File: src/rtl/leading_one_onehot_pipe.sv
// leading_one_onehot_pipe: 2-stage valid/ready leading-one isolator producing split 16-bit one-hot halves plus zero flag
module leading_one_onehot_pipe #(
  parameter bit MSB_FIRST = 1'b1
) (
  input  logic        clk,
  input  logic        rst,
  input  logic        in_valid,
  output logic        in_ready,
  input  logic [31:0] in_data,
  output logic        out_valid,
  input  logic        out_ready,
  output logic [15:0] g_onehot,
  output logic [15:0] e_onehot,
  output logic        out_zero
);
  function automatic logic [15:0] rev16(input logic [15:0] x);
    logic [15:0] r;
    for (int i = 0; i < 16; i++) r[i] = x[15-i];
    return r;
  endfunction
  function automatic logic [15:0] isolate(input logic [15:0] x);
    logic [15:0] r;
    r = MSB_FIRST ? rev16(x) : x;
    r = r & ~(r - 16'd1);
    return MSB_FIRST ? rev16(r) : r;
  endfunction
  logic        s1_valid, s2_valid, s2_accept;
  logic [15:0] lo_oh, hi_oh;
  logic        lo_nz, hi_nz;
  assign s2_accept = !s2_valid || out_ready;
  assign in_ready  = !s1_valid || s2_accept;
  assign out_valid = s2_valid;
  always_ff @(posedge clk or posedge rst) begin
    if (rst) begin
      s1_valid <= 1'b0;
      lo_oh    <= '0;
      hi_oh    <= '0;
      lo_nz    <= 1'b0;
      hi_nz    <= 1'b0;
    end else if (in_valid && in_ready) begin
      s1_valid <= 1'b1;
      lo_oh    <= isolate(in_data[15:0]);
      hi_oh    <= isolate(in_data[31:16]);
      lo_nz    <= |in_data[15:0];
      hi_nz    <= |in_data[31:16];
    end else if (s2_accept) begin
      s1_valid <= 1'b0;
    end
  end
  always_ff @(posedge clk or posedge rst) begin
    if (rst) begin
      s2_valid <= 1'b0;
      g_onehot <= '0;
      e_onehot <= '0;
      out_zero <= 1'b0;
    end else if (s1_valid && s2_accept) begin
      s2_valid <= 1'b1;
      e_onehot <= MSB_FIRST ? hi_oh : (lo_nz ? 16'd0 : hi_oh);
      g_onehot <= MSB_FIRST ? (hi_nz ? 16'd0 : lo_oh) : lo_oh;
      out_zero <= !(hi_nz || lo_nz);
    end else if (s2_accept) begin
      s2_valid <= 1'b0;
    end
  end
endmodule

File: config.mk
export PLATFORM = sky130hd
export DESIGN_NAME = leading_one_onehot_pipe
export DESIGN_NICKNAME = d
export VERILOG_FILES = /design/src/rtl/leading_one_onehot_pipe.sv
export SDC_FILE = /design/constraint.sdc
export NUM_CORES = 1
export LEC_CHECK = 0
export ABC_AREA = 0
export CAP_MARGIN = 20
export CORE_ASPECT_RATIO = 2
export CORE_UTILIZATION = 44
export DETAILED_ROUTE_END_ITERATION = 7
export GPL_ROUTABILITY_DRIVEN = 0
export GPL_TIMING_DRIVEN = 0
export PLACE_DENSITY = 0.81
export RECOVER_POWER = 50
export SYNTH_ARGS = -nofsm -noshare
export SYNTH_HDL_FRONTEND = slang
export SYNTH_SLANG_ARGS = --single-unit
export TNS_END_PERCENT = 20
File: constraint.sdc
create_clock -name clk -period 2.1 [get_ports clk]
set_input_delay 0.21 -clock clk [delete_from_list [all_inputs] [get_ports clk]]
set_output_delay 0.21 -clock clk [all_outputs]
set_load 0.02 [all_outputs]
==> metrics.md <==
| Metric | Value |
|---|---|
| Total I/O pin count | `71` |
| Final Hold Viols | `0` |
| Gr usage total | `21.9%` |
| Vias in the first global route | `2308` |
| Min-delay src | `in_valid` |
| CTS tree | `built` |
| CTS Sinks | `69` |
| Library cells used by synthesis | `34` |
| Final hold slack | `0.274 ns` |
| Share of cells above drive strength 1 | `18.6%` |
| Critical Path End Type | `flip-flop` |
| Seq/Total Area, Yosys | `59.1%` |
| #FFs+latches synth | `69` |
| Core footprint | `0.00636 mm²` |
| CTS Buf Count | `9` |
| Initial core utilization | `46.0%` |
| Worst min path class | `input pin to flip-flop` |
| Fmax achieved | `541 MHz` |
| Count leader, synth | `dfrtp_1` |
| DRT Pass-1 Iters | `4` |
| Clock transition at the registers of the reported paths | `0.05 ns` |
| Unrepaired setup endpoints after global routing | `no` |
| Dpl ws | `-0.0324 ns` |
| Least-Margin Pin Slew | `1.40 ns` |
| Antenna viol nets, final | `0` |
| Setup TNS | `0 ns` |
| Placed cells | `388` |
| Setup slack after layout | `0.250 ns` |
| Ys Warns | `0` |
| Post-CTS setup buffers | `0` |
| Pleak | `1.78 nW` |
| Status | `complete, no violations` |
| Arrival time at the worst endpoint | `2.05 ns` |
| Number of diodes | `0` |
| Avg WL per Cell | `16.9 µm` |
| H-tree Lvls | `3` |
| Layout Cells excl Fill | `403` |
| Die Height | `117 µm` |
| Power, Total | `3.14 mW` |
| Via Count | `2236` |
| Die area | `0.00700 mm²` |
| RR Startpoint | `s1_valid` |
| Fill cells | `523` |
| Final Slew Violations | `0` |
| Worst hold path endpoint | `hi_oh[1]` |
| Die W | `59.6 µm` |
| R2R Setup Slk | `0.25 ns` |
| DRC | `0` |
| Worst Path Max Fanout | `10` |
| VDD IR-drop max | `0.643 mV` |
| CP required | `2.30 ns` |
| CTS Hold Bufs | `0` |
| Nets@finish | `349` |
| Worst setup SP type | `flip-flop` |
| Root buffer cell | `clkbuf_16` |
| Fin crit share | `88.1%` |
| Skew final | `0.00381 ns` |
| CTS max path bufs | `2` |
| Finished layout cell area | `0.00401 mm²` |
| Synth async-reset ratio | `100%` |
| Number of I/O port buffers | `69` |
| Mapped Nets | `269` |
| Final Critical Period | `1.85 ns` |
| Setup CP Type | `flip-flop to flip-flop` |
| Initial antenna violation count | `0` |
| HPWL Detailed | `4780 µm` |
| R2R cell count | `6` |
| Final setup viols | `0` |
| Clock latency at the later pin of the worst-skew pair | `0.33 ns` |
| Grt total ovfl | `0` |
| MaxCap Viol Count | `0` |
| Primary FF master, synth | `dfrtp_1` |
| Leading area contributor after synthesis | `dfrtp_1` |
| Placed Area | `0.00372 mm²` |
| Pwr dens | `784 mW/mm²` |
| Largest net degree at the start of global routing | `70` |
| Worst relative slew slack | `6.37%` |
| Fin util | `63.0%` |
| EDFF count, synth | `0` |
| Ranking of synthesized cells by area | `dfrtp_1 59%, mux2_2 13%, a32o_1 4.1%` |
| First-pass GRT wire length | `11000 µm` |
| Via/cell ratio | `5.55` |
| Syn Area/Cell | `12.5 µm²` |
| Initial DRC count | `89` |
| WHS Path Cells | `3` |
| Share of the synthesized area in the top cell type | `59.1%` |
| Syn-to-layout area delta | `37.0%` |
| Row count | `41` |
| Final wirelength | `6800 µm` |
| Syn Std Cell Area | `0.00292 mm²` |
| Post-Syn Instances | `233` |
| R2R Path End | `hi_oh[0]` |
| Top cells by count, synth | `69 x dfrtp_1, 35 x mux2_2, 21 x o21ai_0` |
area by class of cell:
| type | count | area, µm² | area share, % |
|---|---|---|---|
| Buffer | 11 | 47.5 | 1.19 |
| Multi-Input combinational cell | 147 | 1130 | 28.1 |
| Clock buffer | 10 | 229 | 5.72 |
| Sequential cell | 69 | 1730 | 43.1 |
| Tap cell | 86 | 108 | 2.69 |
| Inverter | 6 | 22.5 | 0.562 |
| Timing Repair Buffer | 69 | 693 | 17.3 |
| Clock inverter | 5 | 52.6 | 1.31 |
cell usage in the layout, fill, tap and decap left out, types with 2 or more instances in the layout:
cell             synthesis  final
mux2_2                  35     35
dfrtp_1                 69     69
o2bb2ai_1                2      2
nand2_1                  7      7
clkbuf_16                0      9
nor3b_1                  2      2
clkinv_2                 0      3
a22o_1                   4      4
nand3_1                  4      4
clkbuf_1                 5      7
o21ai_0                 21     21
nor4b_1                  2      2
o31ai_1                  2      2
nor2b_1                 19     19
dlygate4sd3_1            0     12
inv_2                    1      2
nor2_1                   8      8
buf_2                    6      5
inv_1                    5      4
nand2b_1                 6      6
clkdlybuf4s50_1          0     56
nor3_1                   4      4
nand4_1                  2      2
nor4_1                   4      4
a32o_1                  12     12
cell families (layout without fill, tap and decap cells):
kind of cell    count (synthesis)  in the layout  synth area share [%]
flops                          69             69                  59.1
compound gates                 46             46                  11.3
buf+inv                        17            101                  2.44
mux                            35             35                  13.5
simple gates                   66             66                  13.8
state kept, by name, indices dropped and copies added (netlist names):
name / cells
s1_valid: 1
hi_oh: 16
e_onehot: 16
hi_nz: 1
lo_nz: 1
out_zero: 1
out_valid: 1
g_onehot: 16
lo_oh: 16
worst max path at each step:
stage	start	end	slack, ns
after detailed placement	out_ready	hi_oh[14]	-0.03
final	s1_valid	hi_oh[0]	0.25
after global routing	out_valid	hi_oh[14]	0.08
after CTS	s1_valid	in_ready	0.002
after global placement	rst	e_onehot[6]	-0.96
after floorplan	rst	e_onehot[0]	0.15
repair_timing:
action,CTS,global route
setup endpoints to repair,0,1
endpoints found under the hold margin,0,0
gates resized for setup,0,1
worst max-delay path, stage by stage (launching register included):
cell     delay [ns]
dfrtp_1        0.38
and3b_1        0.17
buf_2          0.18
inv_2          0.19
nand2_1        0.14
buf_2          0.22
o41ai_1        0.44
layer usage:
| layer | global-route usage (%) | part of all wire [%] | vias to the layer above |
|---|---|---|---|
| met3 | 5.49 | 4.6 | 17 |
| li1 | - | - | 1018 |
| met2 | 36.8 | 54 | 89 |
| met4 | 12.9 | 3.4 | 0 |
| met5 | 0 | 0 | - |
| met1 | 24.3 | 38 | 1112 |
power by group:
| group | switching, mW | internal, mW |
|---|---|---|
| Sequential | 0.0187 | 1.36 |
| Combinational | 0.170 | 0.145 |
| Clock | 0.537 | 0.905 |
No activity file was read; power rests on OpenSTA's default activity.
